$ cat src/rtl/traffic_mode_select_if.sv
// rtl/traffic_mode_select_if.sv - detector/sequencer side-band bundle for traffic_mode_select
// Ports:
//   car_raw     - raw vehicle detector level (asynchronous, may bounce)
//   cycle_start - one-clock pulse at the start of each red phase
//   mode        - 0 = heavy (long tics), 1 = light (short tics)
//   mode_change - one-clock pulse after mode takes a new value
//   car_count   - vehicle count of the last completed window
interface traffic_mode_select_if;
    logic       car_raw;
    logic       cycle_start;
    logic       mode;
    logic       mode_change;
    logic [7:0] car_count;

    modport master (
        output car_raw,
        output cycle_start,
        input  mode,
        input  mode_change,
        input  car_count
    );

    modport slave (
        input  car_raw,
        input  cycle_start,
        output mode,
        output mode_change,
        output car_count
    );
endinterface

$ cat src/rtl/traffic_mode_select.sv
// rtl/traffic_mode_select.sv - traffic density classifier choosing heavy/light sequencer mode
// Ports:
//   clock   - system clock, all state on posedge
//   reset_n - asynchronous active-low reset
//   bus     - traffic_mode_select_if.slave (car_raw, cycle_start in; mode, mode_change, car_count out)
module traffic_mode_select #(
    parameter int DEBOUNCE_TICS = 4,
    parameter int WINDOW_TICS   = 1000,
    parameter int HIGH_THRESH   = 20,
    parameter int LOW_THRESH    = 8
) (
    input  logic                   clock,
    input  logic                   reset_n,
    traffic_mode_select_if.slave   bus
);
    localparam int DW = $clog2(DEBOUNCE_TICS + 1);
    localparam int WW = (WINDOW_TICS > 1) ? $clog2(WINDOW_TICS) : 1;
    localparam logic [DW-1:0] DEB_LAST = DW'(DEBOUNCE_TICS - 1);
    localparam logic [WW-1:0] WIN_LAST = WW'(WINDOW_TICS - 1);

    typedef enum logic [1:0] {
        HEAVY      = 2'd0,
        LIGHT      = 2'd1,
        PEND_LIGHT = 2'd2,
        PEND_HEAVY = 2'd3
    } state_t;

    logic          sync1, sync2;
    logic          car_stable;
    logic [DW-1:0] deb_cnt;
    logic [WW-1:0] win_cnt;
    logic [7:0]    acc;
    logic [7:0]    acc_next;
    logic [7:0]    count_q;
    logic          req_heavy, req_light;
    logic          differ, accept, car_event, win_end;
    state_t        state;
    logic          mode_q, mode_change_q;

    always_comb begin
        differ    = (sync2 != car_stable);
        accept    = differ && (deb_cnt == DEB_LAST);
        // A rising acceptance is the car event; it is counted on the same
        // edge that car_stable goes high.
        car_event = accept && sync2;
        win_end   = (win_cnt == WIN_LAST);
        acc_next  = (car_event && (acc != 8'hFF)) ? acc + 8'd1 : acc;
    end

    always_ff @(posedge clock or negedge reset_n) begin
        if (!reset_n) begin
            sync1 <= 1'b0;
            sync2 <= 1'b0;
        end else begin
            sync1 <= bus.car_raw;
            sync2 <= sync1;
        end
    end

    always_ff @(posedge clock or negedge reset_n) begin
        if (!reset_n) begin
            car_stable <= 1'b0;
            deb_cnt    <= '0;
        end else if (!differ) begin
            deb_cnt    <= '0;
        end else if (deb_cnt == DEB_LAST) begin
            car_stable <= sync2;
            deb_cnt    <= '0;
        end else begin
            deb_cnt    <= deb_cnt + DW'(1);
        end
    end

    // Requests are registered one-clock pulses, so a window end that
    // coincides with cycle_start is seen by the FSM only on the next clock.
    always_ff @(posedge clock or negedge reset_n) begin
        if (!reset_n) begin
            win_cnt   <= '0;
            acc       <= '0;
            count_q   <= '0;
            req_heavy <= 1'b0;
            req_light <= 1'b0;
        end else begin
            req_heavy <= 1'b0;
            req_light <= 1'b0;
            if (win_end) begin
                win_cnt   <= '0;
                acc       <= '0;
                count_q   <= acc_next;
                req_heavy <= (int'(acc_next) >= HIGH_THRESH);
                req_light <= (int'(acc_next) <= LOW_THRESH);
            end else begin
                win_cnt   <= win_cnt + WW'(1);
                acc       <= acc_next;
            end
        end
    end

    // Pending states keep the old mode until the sequencer starts a new red
    // phase; a contrary request while pending cancels without touching mode.
    always_ff @(posedge clock or negedge reset_n) begin
        if (!reset_n) begin
            state         <= HEAVY;
            mode_q        <= 1'b0;
            mode_change_q <= 1'b0;
        end else begin
            mode_change_q <= 1'b0;
            case (state)
                HEAVY: begin
                    if (req_light) state <= PEND_LIGHT;
                end
                LIGHT: begin
                    if (req_heavy) state <= PEND_HEAVY;
                end
                PEND_LIGHT: begin
                    if (req_heavy) begin
                        state <= HEAVY;
                    end else if (bus.cycle_start) begin
                        state         <= LIGHT;
                        mode_q        <= 1'b1;
                        mode_change_q <= 1'b1;
                    end
                end
                PEND_HEAVY: begin
                    if (req_light) begin
                        state <= LIGHT;
                    end else if (bus.cycle_start) begin
                        state         <= HEAVY;
                        mode_q        <= 1'b0;
                        mode_change_q <= 1'b1;
                    end
                end
                default: begin
                    state  <= HEAVY;
                    mode_q <= 1'b0;
                end
            endcase
        end
    end

    assign bus.mode        = mode_q;
    assign bus.mode_change = mode_change_q;
    assign bus.car_count   = count_q;
endmodule

$ cat src/flat_wrapper.sv
// flat-port wrapper written by rule: the top's interface ports become plain ports
module traffic_mode_select_flat 
#(
    parameter int DEBOUNCE_TICS = 4,
    parameter int WINDOW_TICS   = 1000,
    parameter int HIGH_THRESH   = 20,
    parameter int LOW_THRESH    = 8
)
  (clock, reset_n, bus_car_raw, bus_cycle_start, bus_mode, bus_mode_change, bus_car_count);
  traffic_mode_select_if bus_i ();
  input  logic clock;
  input  logic reset_n;
  input wire logic [$bits(bus_i.car_raw)-1:0] bus_car_raw;
  input wire logic [$bits(bus_i.cycle_start)-1:0] bus_cycle_start;
  output wire logic [$bits(bus_i.mode)-1:0] bus_mode;
  output wire logic [$bits(bus_i.mode_change)-1:0] bus_mode_change;
  output wire logic [$bits(bus_i.car_count)-1:0] bus_car_count;
  assign bus_i.car_raw = bus_car_raw;
  assign bus_i.cycle_start = bus_cycle_start;
  assign bus_mode = bus_i.mode;
  assign bus_mode_change = bus_i.mode_change;
  assign bus_car_count = bus_i.car_count;
  traffic_mode_select #(.DEBOUNCE_TICS(DEBOUNCE_TICS), .WINDOW_TICS(WINDOW_TICS), .HIGH_THRESH(HIGH_THRESH), .LOW_THRESH(LOW_THRESH)) u_core (.clock(clock), .reset_n(reset_n), .bus(bus_i));
endmodule
$ cat config.mk
export PLATFORM = sky130hd
export DESIGN_NAME = traffic_mode_select_flat
export DESIGN_NICKNAME = d
export VERILOG_FILES = /design/src/rtl/traffic_mode_select_if.sv /design/src/rtl/traffic_mode_select.sv /design/src/flat_wrapper.sv
export SDC_FILE = /design/constraint.sdc
export NUM_CORES = 1
export LEC_CHECK = 0
export ABC_AREA = 1
export CAP_MARGIN = 10
export CORE_MARGIN = 5
export CORE_UTILIZATION = 54
export CTS_BUF_LIST = sky130_fd_sc_hd__clkbuf_8
export DETAILED_ROUTE_END_ITERATION = 10
export PLACE_DENSITY = 0.78
export RECOVER_POWER = 25
export SYNTH_ARGS = -nofsm -noshare
export SYNTH_HDL_FRONTEND = slang
export SYNTH_SLANG_ARGS = --single-unit
$ cat constraint.sdc
create_clock -name clock -period 1.53 [get_ports clock]
set_input_delay 0.153 -clock clock [delete_from_list [all_inputs] [get_ports clock]]
set_output_delay 0.153 -clock clock [all_outputs]
set_load 0.02 [all_outputs]
After elaboration in Yosys (flattened, before gate mapping)
Index checks and enable logic that the tools add are counted.
{ "classes": {"add_sub_neg": 3, "magnitude_cmp": 2, "eq_ne": 15, "muxes": 23, "n_reduce_logical": 8} }
{ "ops": {"columns": ["cell", "count"], "rows": [
  ["$mux W8", 2],
  ["$mux W2", 6],
  ["$add A10 B1 Y10 const B", 1],
  ["$eq A10 B10 Y1 const B", 1],
  ["$mux W10", 1],
  ["$mux W1", 9],
  ["$add A8 B1 Y8 const B", 1],
  ["$ge A8 B5 Y1 const B", 1],
  ["$le A8 B4 Y1 const B", 1],
  ["$ne A2 B2 Y1 const B", 4],
  ["$ne A8 B8 Y1 const B", 1],
  ["$pmux W2 S4", 1],
  ["$mux W3", 2],
  ["$ne A3 B2 Y1 const B", 2],
  ["$reduce_and A5 Y1", 1],
  ["$eq A2 B2 Y1 const B", 2],
  ["$ne A2 B1 Y1 const B", 2],
  ["$pmux W1 S2", 2],
  ["$reduce_and A4 Y1", 1],
  ["$add A3 B1 Y3 const B", 1],
  ["$eq A3 B2 Y1 const B", 1],
  ["$logic_and A1 B1 Y1", 3],
  ["$eq A2 B1 Y1 const B", 1],
  ["$logic_not A2 Y1", 1],
  ["3 further kinds", 3]
]} }
{ "word_totals": {"register_bits": 38, "in_bits": 4, "elab_cells": 63} }

Longest topological paths before layout
Gate-level depths: netlist of the first run.
{ "depth": {"depth_word": 7, "depth_mapped": 12, "depth_no_buf": 12} }

Least setup slack after synthesis of the first run
OpenSTA, ideal clock, no wires.
{ "synth_path": {"kind": "register to register", "start": "reg u_core.acc[0]", "end": "reg u_core.req_heavy", "arrival_time_ns": 1.316, "setup_slack_ns": 0.097, "path_stages_with_launch": 12, "cell_sequence": "dfrtp_1 -> ha_1 -> inv_1 -> nor2_4 -> nand2_4 -> nand2_4 -> inv_2 -> nand3_1 -> nand2_1 -> nand2_1 -> nand2_1 -> nand2_1"} }
{ "synth_via": {"elab_chain_len": 5, "elab_cells_between_ends": 6} }
{ "synth_lines": {"columns": ["element", "line", "source"], "rows": [
  ["start: declaration", "traffic_mode_select.sv:32", "logic [7:0] acc;"],
  ["start signal: assignment", "traffic_mode_select.sv:94", "acc <= acc_next;"],
  ["branches (longest 2 deep; another with $add A8 B1 Y8)", null, null],
  ["$mux W8 *", "traffic_mode_select.sv:47", "acc_next = (car_event && (acc != 8'hFF)) ? acc + 8'd1 : acc;"],
  ["$ge A8 B5 Y1 *", "traffic_mode_select.sv:90", "req_heavy <= (int'(acc_next) >= HIGH_THRESH);"],
  ["$mux W1 *", "traffic_mode_select.sv:86", "if (win_end) begin"],
  ["end signal: assignment", "traffic_mode_select.sv:90", null],
  ["end: declaration", "traffic_mode_select.sv:35", "logic req_heavy, req_light;"]
]} }
Mark *: on every way between the ends.
A chain may end at the register's enable or synchronous reset.

Final worst setup path of the first run
{ "layout_path": {"start": "reg u_core.deb_cnt[0]", "end": "reg u_core.req_heavy"} }
{ "layout_via": {"elab_chain_len": 7} }
{ "layout_lines": {"columns": ["element", "line", "source"], "rows": [
  ["start: declaration", "traffic_mode_select.sv:30", "logic [DW-1:0] deb_cnt;"],
  ["start signal: assignment", "traffic_mode_select.sv:70", "deb_cnt <= deb_cnt + DW'(1);"],
  ["$eq A3 B2 Y1", "traffic_mode_select.sv:42", "accept = differ && (deb_cnt == DEB_LAST);"],
  ["$logic_and A1 B1 Y1", "traffic_mode_select.sv:42", null],
  ["$logic_and A1 B1 Y1", "traffic_mode_select.sv:45", "car_event = accept && sync2;"],
  ["$logic_and A1 B1 Y1", "traffic_mode_select.sv:47", null],
  ["$mux W8", "traffic_mode_select.sv:47", null],
  ["$ge A8 B5 Y1", "traffic_mode_select.sv:90", null],
  ["$mux W1", "traffic_mode_select.sv:86", null]
]} }
Every way passes these cells.

==> impl_metrics.yaml, run 1 <==
outcome:
  status: "completed"
timing:
  worst_slew_pin_slew_ns: 0.893
  hold_violations: 0
  fmax_mhz: 686
  period_share_pct: 95.3
  setup_slack_ns: 0.0725
  rsz0062_at_grt: "yes"
  drv_slew: 0
  fin_skew_ns: 0.0105
  slew_headroom_pct: 40.4
  timing.final.crit_period_ns: 1.46
  setup_viol: 0
route:
  antenna_left: 0
  drt_first_iter_violations: 102
  routed_wirelength_um: 3470
  wl_per_cell_um: 11.8
  vias: 1465
  viasPerCell: 4.97
  drt_pass1_iterations: 4
  drc: 0
global_routing:
  grt_pass1_wl_um: 5770
  antenna_found_initial: 0
  grt_max_degree: 39
  grt_pass1_vias: 1332
  grt_use_total_pct: 17.0
  overflow: 0
critical_path:
  path_cells: "ha_4 -> nand2_4 -> nor2_4 -> nand2_4 -> inv_2 -> nand3_1 -> nand2_2 -> nand2_1 -> nand2_1 -> nand2_1"
  critPathMaxStageDelay_ns: 0.39
  cp-end-kind: "flop"
  arrival_ns: 1.63
  worstPathMaxFanout: 6
  critPathLaunchType: "flop"
  critPathMostFrequentCell: "nand2_1"
  criticalPathCategory: "flop to flop"
  worstPathRequired_ns: 1.71
  critical_path.slowest_cell: "dfrtp_1"
floorplanning:
  num_rows: 21
  die_x_um: 68.1
  start_util_pct: 55.0
  dieArea_um2: 4630
  dieHeight_um: 68.1
  core_area_um2: 3310
  ios: 14
place:
  port_buffers: 13
  placed_cells: 282
  place_area_um2: 2050
  hpwlAfterDp_um: 2420
  gp_congestion: 0.891
  pre_cts_ws_ns: 0.00748
layout:
  design_area_um2: 2230
  finalNonFillerCells: 295
  n_antenna_cell: 0
  drive_gt1_share_pct: 18.9
  fin_nets: 255
  area_growth_pct: 22.4
clock_network:
  cts_buffers: 5
  cts_max_level: 2
  cts_buffer_depth: 2
  cts_sinks: 38
  cts_tree: "done"
  cts_root_buf: "clkbuf_8"
  clk_latency_ns: 0.29
  path_clk_slew_ns: 0.07
synth:
  syn_avg_cell_area_um2: 8.35
  synth.most_common_cell: "nand2_1"
  ys_seq_area_share_pct: 52.2
  yosys_warnings: 0
  synth_common_cells: "nand2_1 (52), dfrtp_1 (38), inv_1 (29), nor2_1 (29), nand3_1 (14)"
  ys_ff_latch: 38
  synth-edff-count: 0
  synth_area_um2: 1820
  yosys.area.top_type: "dfrtp_1"
  synthCells: 218
  async_flop_share_pct: 100
  synthTopCellsByArea: "dfrtp_1 (52%), nand2_1 (11%), inv_1 (6.0%)"
  synth_top_area_share_pct: 52.2
  synthesis.nets: 225
  synth_cell_type_count: 28
  synth-main-ff-cell: "dfrtp_1"
min_path:
  min_path_type: "flop to flop"
power_and_ir_drop:
  ir_drop_mv: 0.894
  power_density_nw_per_um2: 1070
  power.leakage_nw: 1.08
run:
  cap_violations: 0
-- worst paths after layout --
kind                                endpoint  cells past startpoint               from  slack (ns)
setup / recovery            u_core.req_heavy                     10  u_core.deb_cnt[0]        0.07
hold / removal                  u_core.sync2                      0       u_core.sync1        0.36
setup reg to reg            u_core.req_heavy                     10  u_core.deb_cnt[0]        0.07
hold reg to reg                 u_core.sync2                      0       u_core.sync1        0.36
max in group asynchronous      u_core.acc[2]                      3            reset_n        0.32
min in group asynchronous  u_core.deb_cnt[1]                      3            reset_n        0.59
-- logic make-up (layout without fill, tap and decap cells) --
kind of cell	Yosys count	in the layout	share of synthesized area [%]
XOR/XNOR	4	4	1.92
AO/OA/AOI/OAI	25	25	8.18
adder cells (fa/ha/maj)	3	3	2.06
buffers and inverters	33	63	6.94
AND/OR/NAND/NOR	115	116	28.7
flip-flops	38	38	52.2
-- power by group --
group / switching [mW] / internal (mW)
combinational: 0.285 / 0.239
sequential: 0.0888 / 1.09
clock: 0.331 / 0.356
-- per-layer routing --
layer  share of wire, %  global-route usage (%)
met4                1.3                    7.20
met2                 49                    25.9
met3                2.6                    5.09
met5                  0                       0
met1                 47                    22.5
-- registers in the layout, indices dropped and copies added (netlist names), named ones only --
signal                  cells
u_core.bus.mode_change      1
u_core.win_cnt             10
u_core.sync1                1
u_core.state                1
u_core.req_heavy            1
u_core.car_stable           1
u_core.bus.mode             1
u_core.acc                  8
u_core.req_light            1
u_core.bus.car_count        8
u_core.sync2                1
u_core.deb_cnt              3
-- worst max-delay path, delay by kind of cell, from the launching register on --
kind,cells,cell delay [ns]
simple gates,8,0.70
buf+inv,1,0.09
fa+ha+maj,1,0.16
flops,1,0.39
-- final cells by class --
class                      instances  area (µm²)
clock inverter                     2        8.76
fill                             281        1080
timing repair buffer              25         216
multi-input combinational        148         797
clock buffer                       6        82.6
sequential                        38         953
tap                               46        57.6
inverter                          30         113
-- through the flow --
| step | hold slack [ns] | util (%) | setup TNS [ns] | total power [mW] |
|---|---|---|---|---|
| final | 0.356 | 67.3 | 0 | 2.39 |
| after global placement | 0.220 | 61.9 | 0 | 1.59 |
| after detailed placement | 0.223 | 61.9 | 0 | 1.60 |
| after global routing | 0.377 | 67.3 | -0.109 | 2.54 |
| after CTS | 0.299 | 65.0 | 0 | 2.29 |
| after floorplan | -0.143 | - | 0 | 1.44 |
-- timing repair --
action,in CTS,in global routing
hold buffers,1,0
resized for setup,1,19
setup endpoints to repair,1,16
endpoints found under the hold margin,38,0
gates cloned,0,2
pin swaps,1,12
setup buffers,0,2
-- cells in the final DEF (no fill, tap or decap), drive strengths merged --
| master | Yosys | routed |
|---|---|---|
| o31ai | 1 | 1 |
| clkbuf | 1 | 7 |
| xor2 | 3 | 3 |
| a21o | 1 | 1 |
| dlygate4sd3 | 0 | 2 |
| o21bai | 1 | 1 |
| inv | 30 | 31 |
| or2 | 1 | 1 |
| o311ai | 1 | 1 |
| nand4 | 4 | 4 |
| nor3b | 1 | 1 |
| xnor2 | 1 | 1 |
| clkinv | 0 | 1 |
| nand3b | 1 | 1 |
| nand2 | 58 | 58 |
| ha | 3 | 3 |
| a21oi | 7 | 7 |
| nor2 | 32 | 33 |
| dfrtp | 38 | 38 |
| nand3 | 14 | 14 |
| buf | 2 | 11 |
| nor3 | 4 | 4 |
| a31oi | 1 | 1 |
| o21ai | 13 | 13 |
| clkdlybuf4s50 | 0 | 11 |
Power figures use the tool's default switching activity.
==> run 2: changes to the inputs <==
Settings changed: CORE_MARGIN 5 to 2, RECOVER_POWER 25 to default.
==> run 2 against run 1 <==
The flow now finishes with violations (setup timing). Register-to-register slack worse by 0.098 ns. Final area up 8.8%. First-iteration DRC count shrank 31%. Sequential power about the same. Hold slack got worse by 0.050 ns. Critical path type unchanged. Highest routed layer unchanged.
==> impl_metrics.yaml, run 2 (synthesis gave the netlist of run 1 again) <==
outcome:
  status: "complete, but fails checks"
  failed_checks: "setup timing"
timing:
  period_share_pct: 102
  setup_viol: 3
  worst_slew_pin_slew_ns: 0.467
  fmax_mhz: 643
  rsz0062_at_grt: "yes"
  slew_headroom_pct: 68.9
  finalHoldWorstSlack_ns: 0.306
  fin_skew_ns: 0.00669
  timing.final.crit_period_ns: 1.56
  hold_violations: 0
  setup_tns_ns: -0.0447
  drv_slew: 0
  setup_slack_ns: -0.0258
global_routing:
  overflow: 0
  gr-usage-met2_pct: 33.6
  gr-usage-met1_pct: 24.0
  grtUsageMet3_pct: 5.80
  grt_pass1_wl_um: 5450
  grt_max_degree: 21
  grt_pass1_vias: 1340
  antenna_found_initial: 0
  grt-busiest-layer: "met2"
  grt_use_total_pct: 19.9
power_and_ir_drop:
  power_density_nw_per_um2: 1030
  power.leakage_nw: 1.16
  power_mw: 2.49
  ir_drop_mv: 0.870
clock_network:
  cts_buffer_depth: 2
  cts_tree: "done"
  cts_max_level: 2
  cts_root_buf: "clkbuf_8"
  path_clk_slew_ns: 0.06
  cts_buffers: 5
  clk_latency_ns: 0.29
  cts_sinks: 38
floorplanning:
  num_rows: 21
  dieArea_um2: 3850
  dieHeight_um: 62.1
  core_area_um2: 3280
  ios: 14
  start_util_pct: 55.4
  die_x_um: 62.1
critical_path:
  worstPathMaxFanout: 3
  rrSetupSlack_ns: -0.03
  cp-end-kind: "flop"
  reg2regPathDepth: 10
  worstPathRequired_ns: 1.71
  r2r_start: "u_core.acc[0]"
  critPathLaunchType: "flop"
  reg2reg_to: "u_core.req_heavy"
  arrival_ns: 1.74
  criticalPathCategory: "flop to flop"
layout:
  design_area_um2: 2420
  area_growth_pct: 33.2
  final_util_pct: 73.8
  drive_gt1_share_pct: 26.2
  largest_reg_flops: 10
  finalNonFillerCells: 298
  n_antenna_cell: 0
  layout_commonest_cell: "nand2_1"
  max_flop_register: "u_core.win_cnt"
  layout_common_cells: "nand2_1 (41), dfrtp_1 (36), inv_1 (28)"
  fin_nets: 260
  fillers: 232
run:
  cap_violations: 0
place:
  hpwlAfterDp_um: 2500
  place_area_um2: 2090
  placed_cells: 282
  pre_cts_ws_ns: -0.00680
  port_buffers: 13
  gp_congestion: 0.884
route:
  drc: 0
  antenna_left: 0
  routed_wirelength_um: 4130
  drt_first_iter_violations: 70
  viasPerCell: 5.25
  wl_per_cell_um: 13.9
  drt_pass1_iterations: 4
  vias: 1565
min_path:
  min_path_type: "input pin to flop"
  hold_path_depth: 1
  worstHoldStart: "bus_car_raw"
  holdPathEnd: "u_core.sync1"
==> run 2: cell count changes in the layout (fill, tap and decap cells not counted), sizes merged <==
| cell | before | now |
|---|---|---|
| inv | 31 | 30 |
| dlygate4sd3 | 2 | 1 |
| clkdlybuf4s50 | 11 | 12 |
| clkinv | 1 | 0 |
| buf | 11 | 17 |
| nor2 | 33 | 32 |
==> run 2: metal layers <==
layer	wire length, µm	up-vias	share of wire [%]
met5	0	-	0
met4	67	0	1.6
met3	175	5	4.2
met2	2140	37	52
met1	1750	766	42
li1	-	757	-
==> run 2: final cells by class <==
type | count | area, µm² | area share (%)
flip-flops and latches | 38 | 953 | 39.3
multi-input cells | 147 | 881 | 36.3
repair buffers | 31 | 330 | 13.6
inverters | 30 | 120 | 4.95
clock buffers | 6 | 82.6 | 3.41
well taps | 46 | 57.6 | 2.37
==> run 2: power breakdown <==
| group | switching (mW) | total, mW | internal (mW) |
|---|---|---|---|
| clock network | 0.318 | 0.665 | 0.347 |
| logic | 0.382 | 0.668 | 0.286 |
| registers | 0.0740 | 1.16 | 1.09 |
| total | 0.773 | 2.49 | 1.72 |
==> run 2: what timing repair did <==
action | 4_1_cts | 5_1_grt
endpoints found under the setup margin | 2 | 15
hold endpoints to repair | 18 | 0
gates resized for setup | 1 | 43
setup buffers | 0 | 8
gates cloned | 0 | 1
pin swaps | 2 | 20
hold buffers | 1 | 0
==> run 2: how the worst max path moves through the flow <==
stage	start	endpoint	slack (ns)	cells after the start
after floorplan	u_core.acc[0]	u_core.req_heavy	0.1	11
after global placement	u_core.deb_cnt[0]	u_core.req_light	0.03	9
after detailed placement	u_core.acc[0]	u_core.req_heavy	-0.007	11
after CTS	u_core.acc[0]	u_core.req_light	-0.0004	9
after global routing	u_core.acc[1]	u_core.req_heavy	-0.16	10
final	u_core.acc[0]	u_core.req_heavy	-0.03	10
==> run 2: critical path, stage by stage, from the launching register on <==
cell and delay, ns:
dfrtp_1 0.37, buf_4 0.13, nand3_1 0.15, nor2_1 0.24, nand3_2 0.09, nand2_1 0.08
nand2_2 0.09, nor2_4 0.12, nand2_1 0.05, nand2_1 0.06, nand2_1 0.05
==> run 3: changes to the inputs <==
Settings changed: CELL_PAD_IN_SITES_DETAIL_PLACEMENT from default to 2, CELL_PAD_IN_SITES_GLOBAL_PLACEMENT from default to 2, CORE_UTILIZATION 54 to 33, PLACE_DENSITY 0.78 to default, PLACE_DENSITY_LB_ADDON from default to 0.1.
==> run 3 against run 2 <==
Routed wire length rose by 27%. Global-route usage shrank 3.4 points. Count of clock-buffer cells in the layout stayed put. Largest power group unchanged. Critical endpoint is now u_core.req_light. Non-clock buffer count rose by 13. First-iteration DRC count decreased by 60%. Critical path depth down 2. The flow still finishes with violations (setup timing).
==> impl_metrics.yaml, run 3 (synthesis gave the netlist of run 1 again) <==
timing:
  fmax_mhz: 639
  fin_skew_ns: 0.00551
  worst_slew_pin_slew_ns: 0.539
  finalHoldWorstSlack_ns: 0.313
  drv_slew: 0
  period_share_pct: 102
  rsz0062_at_grt: "yes"
  setup_viol: 3
  timing.final.crit_period_ns: 1.56
  setup_slack_ns: -0.0344
  hold_violations: 0
  slew_headroom_pct: 64.1
floorplanning:
  dieArea_um2: 6130
  die_x_um: 78.3
  ios: 14
  num_rows: 27
  dieHeight_um: 78.3
  core_area_um2: 5410
  start_util_pct: 33.7
clock_network:
  cts_buffer_depth: 2
  clk_latency_ns: 0.29
  cts_buffers: 5
  cts_sinks: 38
  cts_root_buf: "clkbuf_8"
  path_clk_slew_ns: 0.08
  cts_tree: "done"
  cts_max_level: 2
place:
  hpwlAfterDp_um: 3550
  place_area_um2: 2110
  placed_cells: 312
  gp_congestion: 0.785
  port_buffers: 13
  pre_cts_ws_ns: -0.118
global_routing:
  grt_pass1_vias: 1703
  grt_use_total_pct: 16.5
  grt_max_degree: 23
  antenna_found_initial: 0
  overflow: 0
  grt_pass1_wl_um: 7910
run:
  cap_violations: 0
route:
  drt_pass1_iterations: 2
  drc: 0
  routed_wirelength_um: 5250
  wl_per_cell_um: 15.5
  antenna_left: 0
  drt_first_iter_violations: 28
  vias: 1629
  viasPerCell: 4.82
critical_path:
  worstPathMaxFanout: 12
  path_cells: "ha_2 -> nand2_2 -> inv_2 -> nand4_1 -> buf_6 -> nor2_1 -> nand3_1 -> nor2_1"
  reg2reg_to: "u_core.req_light"
  criticalPathCategory: "flop to flop"
  rrSetupSlack_ns: -0.03
  worstPathRequired_ns: 1.75
  critPathMostFrequentCell: "nor2_1"
  r2r_start: "u_core.win_cnt[0]"
  reg2regPathDepth: 8
  arrival_ns: 1.78
  worst-path-stages: 8
  cp-end-kind: "flop"
  critPathMaxStageDelay_ns: 0.39
  critical_path.slowest_cell: "dfrtp_1"
  setup.worst_path.end: "u_core.req_light"
  crit_start: "u_core.win_cnt[0]"
  cp_top_family: "simple AND/OR/NAND/NOR gates"
  critPathLaunchType: "flop"
  path_buf_inv: 2
outcome:
  status: "complete, but fails checks"
  failed_checks: "setup timing"
power_and_ir_drop:
  power_density_nw_per_um2: 1090
  power.leakage_nw: 1.21
  ir_drop_mv: 0.559
  power_mw: 2.71
layout:
  n_antenna_cell: 0
  largest_reg_flops: 10
  layout_commonest_cell: "nand2_1"
  fin_nets: 273
  layout_common_cells: "nand2_1 (46), dfrtp_1 (37), inv_1 (26)"
  drive_gt1_share_pct: 27.1
  design_area_um2: 2490
  finalNonFillerCells: 338
  max_flop_register: "u_core.win_cnt"
  area_growth_pct: 36.6
min_path:
  min_path_type: "input pin to flop"
[run 3: cell count changes in the layout (fill, tap and decap cells not counted), sizes merged]
| cell | previous run | this run |
|---|---|---|
| bufinv | 0 | 1 |
| clkbuf | 7 | 6 |
| buf | 17 | 31 |
[run 3: power breakdown]
| group | internal (mW) | switching, mW | total, mW |
|---|---|---|---|
| Clock | 0.522 | 0.347 | 0.869 |
| Combinational | 0.327 | 0.333 | 0.660 |
| Sequential | 1.08 | 0.0983 | 1.18 |
| Total | 1.93 | 0.779 | 2.71 |
[run 3: final cells by class]
class                      instances  area [µm²]
sequential                        38         952
inverter                          30         113
tap                               72        90.1
clock inverter                     1        30.0
multi-input combinational        147         837
timing repair buffer              44         383
fill                             594        2920
clock buffer                       6        82.6
[run 3: metrics by stage]
| stage | util, % | TNS, ns |
|---|---|---|
| 2_1_floorplan | - | 0 |
| 3_5_place_dp | 39.1 | -0.216 |
| 3_3_place_gp | 39.1 | -0.0296 |
| 5_1_grt | 46.0 | -1.67 |
| 4_1_cts | 42.5 | 0 |
| 6_report | 46.0 | -0.0709 |
[run 3: worst min path at each step]
| stage | start | endpoint | slack [ns] | cells past startpoint |
|---|---|---|---|---|
| floorplan | reset_n | async pin | -0.14 | 0 |
| global placement | reset_n | u_core.acc[0] | 0.16 | 1 |
| detailed placement | reset_n | u_core.acc[0] | 0.16 | 1 |
| CTS | bus_car_raw | u_core.sync1 | 0.31 | 1 |
| global route | bus_car_raw | u_core.sync1 | 0.32 | 1 |
| finish | bus_car_raw | u_core.sync1 | 0.31 | 1 |
[run 3: timing repair]
action                     in CTS  in global routing
resized for setup               9                 31
hold buffers                    1                  0
setup endpoints to repair       7                 19
pin swaps                       4                 15
cloned                          0                  1
setup buffers                   4                 13
hold endpoints to repair       20                  0
[run 3: layer usage]
layer  GRT usage, %  share of wire (%)
met1           19.2                 43
met2           30.2                 53
met3           3.79                2.5
met4           4.91                1.4
met5              0                  0
